## config.mk

```make
export PLATFORM = sky130hd
export DESIGN_NAME = gpo_timed_queue
export DESIGN_NICKNAME = d
export VERILOG_FILES = /design/src/rtl/gpo_pkg.sv /design/src/rtl/gpo_sync_fifo.sv /design/src/rtl/gpo_timed_queue.sv
export SDC_FILE = /design/constraint.sdc
export NUM_CORES = 2
export LEC_CHECK = 0
export CORE_ASPECT_RATIO = 0.7
export CORE_UTILIZATION = 35
export DETAILED_ROUTE_END_ITERATION = 8
export PLACE_DENSITY = 0.56
export SLEW_MARGIN = 20
export SYNTH_ARGS = -nofsm -noshare
export SYNTH_HDL_FRONTEND = slang
export SYNTH_HIERARCHICAL = 1
export SYNTH_SLANG_ARGS = --single-unit
```

## constraint.sdc

```tcl
create_clock -name CLK100MHZ -period 33.5 [get_ports CLK100MHZ]
set_input_delay 3.35 -clock CLK100MHZ [delete_from_list [all_inputs] [get_ports CLK100MHZ]]
set_output_delay 3.35 -clock CLK100MHZ [all_outputs]
set_load 0.01 [all_outputs]
```

## src/rtl/gpo_pkg.sv

```systemverilog
// gpo_pkg: shared timestamp type and head-of-queue classification
// for the timed GPO queue (TS_W, timestamp_t, head_e, head_class).
package gpo_pkg;

  localparam int TS_W = 64;

  typedef logic [TS_W-1:0] timestamp_t;

  typedef enum logic [1:0] {
    HEAD_IDLE = 2'd0,
    HEAD_WAIT = 2'd1,
    HEAD_HIT  = 2'd2,
    HEAD_LATE = 2'd3
  } head_e;

  // Plain unsigned compare: the timeline wraps with no correction,
  // so a head whose ts is numerically below the counter is late.
  function automatic head_e head_class(
    input logic       vld,
    input timestamp_t ts,
    input timestamp_t now
  );
    head_e c;
    if (!vld) begin
      c = HEAD_IDLE;
    end else if (ts == now) begin
      c = HEAD_HIT;
    end else if (ts < now) begin
      c = HEAD_LATE;
    end else begin
      c = HEAD_WAIT;
    end
    return c;
  endfunction

endpackage

```

## src/rtl/gpo_sync_fifo.sv

```systemverilog
// gpo_sync_fifo: single-clock first-word-fall-through FIFO.
// Ports: clk_i, rst_i (sync, high), wr_en_i/wr_data_i, rd_en_i/rd_data_o,
// empty_o, full_o, count_o. Writes when full and reads when empty are ignored.
module gpo_sync_fifo #(
  parameter int WIDTH = 8,
  parameter int DEPTH = 16
) (
  input  logic                   clk_i,
  input  logic                   rst_i,
  input  logic                   wr_en_i,
  input  logic [WIDTH-1:0]       wr_data_i,
  input  logic                   rd_en_i,
  output logic [WIDTH-1:0]       rd_data_o,
  output logic                   empty_o,
  output logic                   full_o,
  output logic [$clog2(DEPTH):0] count_o
);

  localparam int AW = $clog2(DEPTH);
  localparam logic [AW:0] FULL_CNT = DEPTH[AW:0];

  logic [WIDTH-1:0] mem_q [DEPTH];

  logic [AW-1:0] wr_ptr_q;
  logic [AW-1:0] wr_ptr_d;
  logic [AW-1:0] rd_ptr_q;
  logic [AW-1:0] rd_ptr_d;
  logic [AW:0]   cnt_q;
  logic [AW:0]   cnt_d;
  logic          do_wr;
  logic          do_rd;

  assign full_o  = (cnt_q == FULL_CNT);
  assign empty_o = (cnt_q == '0);
  assign count_o = cnt_q;

  assign do_wr = wr_en_i & ~full_o;
  assign do_rd = rd_en_i & ~empty_o;

  // Head is read straight from storage: valid the cycle after a write.
  assign rd_data_o = mem_q[rd_ptr_q];

  always_comb begin
    wr_ptr_d = wr_ptr_q;
    rd_ptr_d = rd_ptr_q;
    cnt_d    = cnt_q;
    if (do_wr) begin
      wr_ptr_d = wr_ptr_q + 1'b1;
    end
    if (do_rd) begin
      rd_ptr_d = rd_ptr_q + 1'b1;
    end
    unique case ({do_wr, do_rd})
      2'b10:   cnt_d = cnt_q + 1'b1;
      2'b01:   cnt_d = cnt_q - 1'b1;
      default: cnt_d = cnt_q;
    endcase
  end

  always_ff @(posedge clk_i) begin
    if (rst_i) begin
      wr_ptr_q <= '0;
      rd_ptr_q <= '0;
      cnt_q    <= '0;
    end else begin
      wr_ptr_q <= wr_ptr_d;
      rd_ptr_q <= rd_ptr_d;
      cnt_q    <= cnt_d;
    end
  end

  always_ff @(posedge clk_i) begin
    if (do_wr) begin
      mem_q[wr_ptr_q] <= wr_data_i;
    end
  end

endmodule

```

## src/rtl/gpo_timed_queue.sv

```systemverilog
// gpo_timed_queue: releases queued words onto gpo_out when their timestamp
// matches the timeline counter; late/overflow events are flagged sticky.
// Ports: CLK100MHZ, reset (sync, high), counter, gpo_in/gpo_ts/gpo_in_valid,
// gpo_in_ready, override_en/override_value, error_clear, gpo_out, fired,
// overrided, overflow_error, late_error, error_data, fifo_count.
// Build option: define GPO_LATE_FIRE_EN to also release late entries.
module gpo_timed_queue
  import gpo_pkg::*;
#(
  parameter int DATA_W = 128,
  parameter int OVR_W  = 64,
  parameter int DEPTH  = 16
) (
  input  logic                   CLK100MHZ,
  input  logic                   reset,
  input  logic [63:0]            counter,
  input  logic [DATA_W-1:0]      gpo_in,
  input  logic [63:0]            gpo_ts,
  input  logic                   gpo_in_valid,
  output logic                   gpo_in_ready,
  input  logic                   override_en,
  input  logic [OVR_W-1:0]       override_value,
  input  logic                   error_clear,
  output logic [DATA_W-1:0]      gpo_out,
  output logic                   fired,
  output logic                   overrided,
  output logic                   overflow_error,
  output logic                   late_error,
  output logic [DATA_W-1:0]      error_data,
  output logic [$clog2(DEPTH):0] fifo_count
);

  localparam int EW = DATA_W + TS_W;

`ifdef GPO_LATE_FIRE_EN
  localparam logic LATE_FIRE = 1'b1;
`else
  localparam logic LATE_FIRE = 1'b0;
`endif

  logic [EW-1:0]     fifo_wdata;
  logic [EW-1:0]     fifo_rdata;
  logic              fifo_empty;
  logic              fifo_full;
  timestamp_t        head_ts;
  logic [DATA_W-1:0] head_data;
  head_e             head_cls;

  logic hit;
  logic late;
  logic pop;
  logic fire;
  logic ovf;
  logic ovr_rel;

  logic [DATA_W-1:0] buf_q;
  logic [DATA_W-1:0] buf_d;
  logic [DATA_W-1:0] err_data_q;
  logic [DATA_W-1:0] err_data_d;
  logic [OVR_W-1:0]  ovr_val_q;
  logic              ovr_en_q;
  logic              fired_q;
  logic              ovrd_q;
  logic              late_q;
  logic              late_d;
  logic              ovf_q;
  logic              ovf_d;

  assign fifo_wdata = {gpo_in, gpo_ts};

  gpo_sync_fifo #(
    .WIDTH (EW),
    .DEPTH (DEPTH)
  ) u_fifo (
    .clk_i     (CLK100MHZ),
    .rst_i     (reset),
    .wr_en_i   (gpo_in_valid),
    .wr_data_i (fifo_wdata),
    .rd_en_i   (pop),
    .rd_data_o (fifo_rdata),
    .empty_o   (fifo_empty),
    .full_o    (fifo_full),
    .count_o   (fifo_count)
  );

  // Ready depends only on occupancy, never on a same-cycle pop.
  assign gpo_in_ready = ~fifo_full;

  assign head_ts   = fifo_rdata[TS_W-1:0];
  assign head_data = fifo_rdata[EW-1:TS_W];
  assign head_cls  = head_class(~fifo_empty, head_ts, counter);

  always_comb begin
    hit  = 1'b0;
    late = 1'b0;
    unique case (1'b1)
      (head_cls == HEAD_HIT):  hit  = 1'b1;
      (head_cls == HEAD_LATE): late = 1'b1;
      default: ;
    endcase
  end

  assign pop     = hit | late;
  assign fire    = hit | (late & LATE_FIRE);
  assign ovf     = gpo_in_valid & ~gpo_in_ready;
  assign ovr_rel = fire & ovr_en_q;

  always_comb begin
    buf_d = buf_q;
    if (fire) begin
      buf_d = head_data;
    end
  end

  // Error capture order: late, then overflow, then override release.
  always_comb begin
    err_data_d = err_data_q;
    if (late) begin
      err_data_d = head_data;
    end else if (ovf) begin
      err_data_d = gpo_in;
    end else if (ovr_rel) begin
      err_data_d = head_data;
    end
  end

  // A set in the same cycle as a clear leaves the flag asserted.
  assign late_d = late | (late_q & ~error_clear);
  assign ovf_d  = ovf | (ovf_q & ~error_clear);

  always_ff @(posedge CLK100MHZ) begin
    if (reset) begin
      buf_q      <= '0;
      err_data_q <= '0;
      ovr_val_q  <= '0;
      ovr_en_q   <= 1'b0;
      fired_q    <= 1'b0;
      ovrd_q     <= 1'b0;
      late_q     <= 1'b0;
      ovf_q      <= 1'b0;
    end else begin
      buf_q      <= buf_d;
      err_data_q <= err_data_d;
      ovr_val_q  <= override_value;
      ovr_en_q   <= override_en;
      fired_q    <= fire;
      ovrd_q     <= ovr_rel;
      late_q     <= late_d;
      ovf_q      <= ovf_d;
    end
  end

  assign gpo_out = ovr_en_q ? DATA_W'(ovr_val_q) : buf_q;

  assign fired          = fired_q;
  assign overrided      = ovrd_q;
  assign late_error     = late_q;
  assign overflow_error = ovf_q;
  assign error_data     = err_data_q;

endmodule

```

==> reports/qor.yml <==
synth:
  synthFlopType: "edfxtp_1"
  yosysTopAreaCell: "edfxtp_1"
  synth_edf_count: 3072
  yosysSeqAreaShare_pct: 75.0
  synthArstFlopShare_pct: 0
  netlist_area_sq_um: 132000
  yosysTopAreaCellShare_pct: 69.8
  synth_cell_type_count: 61
  ys.warnings.count: 6
  yosys-top-cells-area: "edfxtp_1, mux4_2, dfxtp_1"
  syn_nets: 7198
  synthCells: 6801
  ys_seq_elements: 3414
  synth.avg_cell_area_sq_um: 19.4
placement:
  placement.cell_area_sq_um: 144000
  place.port_buffers: 590
  place.gp.congestion: 0.802
  dp_hpwl_mm: 230
clock_tree:
  ctsHoldBuffers: 0
  htree_levels: 5
  cts_tree: "done"
  post_cts_resized: 0
  cts_root_buffer: "clkbuf_16"
  cts.sink_count: 3414
  postCtsSetupBuffers: 0
  clk_pin_slew_ns: 0.06
  clk_latency_ns: 0.91
  numCtsBuffers: 347
  cts_buffer_depth: 4
sta:
  slew_headroom_pct: 25.6
  hold_viol: 0
  worst_pin_slew_ns: 1.11
  rsz0062_at_grt: "no"
  drv_slew: 0
  skew_ns: 0.0810
  fmax_mhz: 109
  fin_crit_ns: 9.17
  setup_violations: 0
  fin_crit_sh_pct: 27.4
  setup_tns_ns: 0
pwr:
  combPwrFrac_pct: 21.8
  p_per_area_nw_per_um2: 72.1
  p_clk_share_pct: 34.5
  total_power_mw: 11.2
  p_sw_mw: 3.10
  switching_share_pct: 27.8
  p_int_mw: 8.08
  irDropWorstVdd_v: 0.000119
  p_leak_nw: 48.8
  sequentialPowerShare_pct: 43.8
die:
  fp.dieH_um: 516
  core_area_sq_um: 375000
  num_rows: 188
  pin_count: 591
  fp.dieArea_sq_um: 380000
  start_util_pct: 35.2
  die_x_um: 736
route:
  wl_mm: 402
  drc: 0
  drt_pass1_iterations: 5
  final_antenna_net_count: 0
  via_per_inst: 5.58
  drtIter0Drc: 7740
  wl_per_cell_um: 31.5
  vias: 71283
grt:
  busiest_layer: "met2"
  antenna_found_initial: 66
  use_met1_pct: 30.1
  use_met3_pct: 3.73
  grt_pass1_wl_mm: 559
  met2_usage_pct: 31.9
  grt_pass1_vias: 70945
  grt_overflow: 0
  track_usage_pct: 20.6
  grt_max_degree: 133
critical_path:
  cpMostUsedCell: "buf_4"
  critPathCaptureType: "flip-flop"
  crit_required_ns: 34.30
  slowest_stage: "dfxtp_4"
  path_class: "reg2reg"
  cp_max_fo: 56
  worstSetupStartpointType: "flip-flop"
  cpPeakStageDelay_ns: 0.90
  path_cells: "buf_4 -> buf_4 -> buf_4 -> mux4_2 -> o22ai_1 -> nor2_1 -> ha_1 -> nand4_1 -> nor4_1 -> nand4_1 -> o211ai_1 -> or2_4 -> buf_4 -> buf_4 -> o22ai_1 -> a221oi_2"
  cp.arrival_ns: 9.96
job:
  drv_cap: 0
final_layout:
  area_growth_pct: 17.3
  drive_above_1_share_pct: 21.2
  design_area_sq_um: 155000
  num-nets-final: 7835
  final_util_pct: 41.3
  nFillCells: 32863
min_path:
  holdCritPathClass: "reg2reg"
run_status:
  status: "finished clean"
[cell type report]
cell class	instances	area (sq um)	area share, %
diodes	21	52.6	0.0339
well taps	5035	6300	4.06
repair buffers	744	7280	4.70
inverters	205	769	0.496
clock inverters	150	1560	1.01
flip-flops and latches	3414	99100	63.9
clock buffers	476	9610	6.20
multi-input cells	2726	30400	19.6
[cells by family after synthesis]
kind of cell             after synthesis  share of synthesized area, %
multiplexers                         835                          13.7
buffers and inverters                661                          2.22
XOR/XNOR                               7                        0.0464
AND/OR/NAND/NOR                      967                          3.50
AO/OA/AOI/OAI                        845                          4.92
adder cells (fa/ha/maj)               72                         0.682
flip-flops                          3414                          75.0
[stage by stage]
step | setup slack (ns) | hold WS (ns) | cells
4_1_cts | 24.32 | 0.448 | 12749
5_1_grt | 23.75 | 0.474 | 12756
3_3_place_gp | 24.37 | 0.437 | 12122
2_1_floorplan | 15.89 | 0.427 | 6801
6_report | 24.33 | 0.448 | 12771
3_5_place_dp | 24.35 | 0.440 | 12123
[power by group through the flow]
stage	Sequential (mW)	Combinational (mW)	Clock, mW
after floorplan	5.01	1.71	0
after global placement	4.98	2.42	0
after detailed placement	4.99	2.45	0
after CTS	4.90	2.45	3.92
after global routing	4.91	2.59	4.08
final	4.90	2.43	3.85
[placed cells by master, fill, tap and decap left out, drive strengths merged, types with 4 or more instances in the layout]
cell / count
edfxtp: 3072
mux4: 768
clkdlybuf4s50: 588
clkbuf: 476
nand2: 387
dfxtp: 342
o22ai: 307
inv: 221
a22oi: 206
buf: 156
a21oi: 154
nand3: 136
nor2b: 134
a221oi: 132
and3: 130
nor2: 122
clkinv: 101
ha: 72
mux2: 64
bufinv: 24
diode: 21
nand4: 15
clkinvlp: 9
o21ai: 9
nor3: 9
o21a: 8
nand2b: 8
xor2: 6
o211ai: 6
or4: 5
nor4: 4
a21o: 4
and2: 4
or2: 4
[cells in the mapped netlist, types with 2 or more instances]
master	count
or2_2	3
buf_2	38
and3_1	130
nor3_1	9
nand2b_1	8
ha_1	72
mux2_2	64
a21o_1	4
and4_1	2
a221oi_1	12
and2_1	4
nor2b_1	134
nand3_1	136
o31a_1	2
xor2_1	6
mux4_2	768
nor2_1	122
a2111oi_0	2
clkbuf_1	294
nor4_1	4
o31ai_1	2
nand3b_1	2
or4_1	5
o211ai_1	5
buf_1	50
o2111ai_1	2
a21oi_1	154
buf_6	35
o21a_1	8
edfxtp_1	3072
buf_4	38
nand2_1	387
dfxtp_1	342
a221oi_2	120
mux2i_1	3
nand4_1	15
o22ai_1	307
a22oi_1	206
nor4bb_1	2
inv_1	204
o21ai_0	8
[registers in the layout (all words and copies together), names as in the netlist, named ones only]
signal / count
u_fifo/mem_q: 3072
buf_q: 128
error_data: 128
ovr_val_q: 64
u_fifo/count_o: 5
u_fifo/rd_ptr_q: 4
u_fifo/wr_ptr_q: 4
fired: 1
late_error: 1
overflow_error: 1
overrided: 1
ovr_en_q: 1
[worst paths after layout]
kind / start / cells after the start / slack (ns) / end
max: flip-flop / 16 / 24.33 / error_data[84]
min: buf_q[25] / 2 / 0.45 / buf_q[25]
max reg2reg: flip-flop / 16 / 24.33 / error_data[84]
min reg2reg: buf_q[25] / 2 / 0.45 / buf_q[25]
[worst max-delay path: cells and delay by family, from the launching register on]
family                     cells  cell delay [ns]
DFF                            1             0.90
buffers and inverters          5             3.77
and+or+nand+nor                5             1.97
muxes                          1             0.58
adders and majority gates      1             0.33
AOI/OAI and AO/OA              4             1.02
[metal layers]
layer  vias to the layer above  part of all wire [%]  routed length (um)
li1                      29112                     -                   -
met1                     38652                    44              176000
met2                      2931                    46              185000
met3                       552                   7.5               30100
met4                        36                   2.7               10700
met5                         -                 0.055                 222
Note: power is estimated with default switching activity, not from simulation.
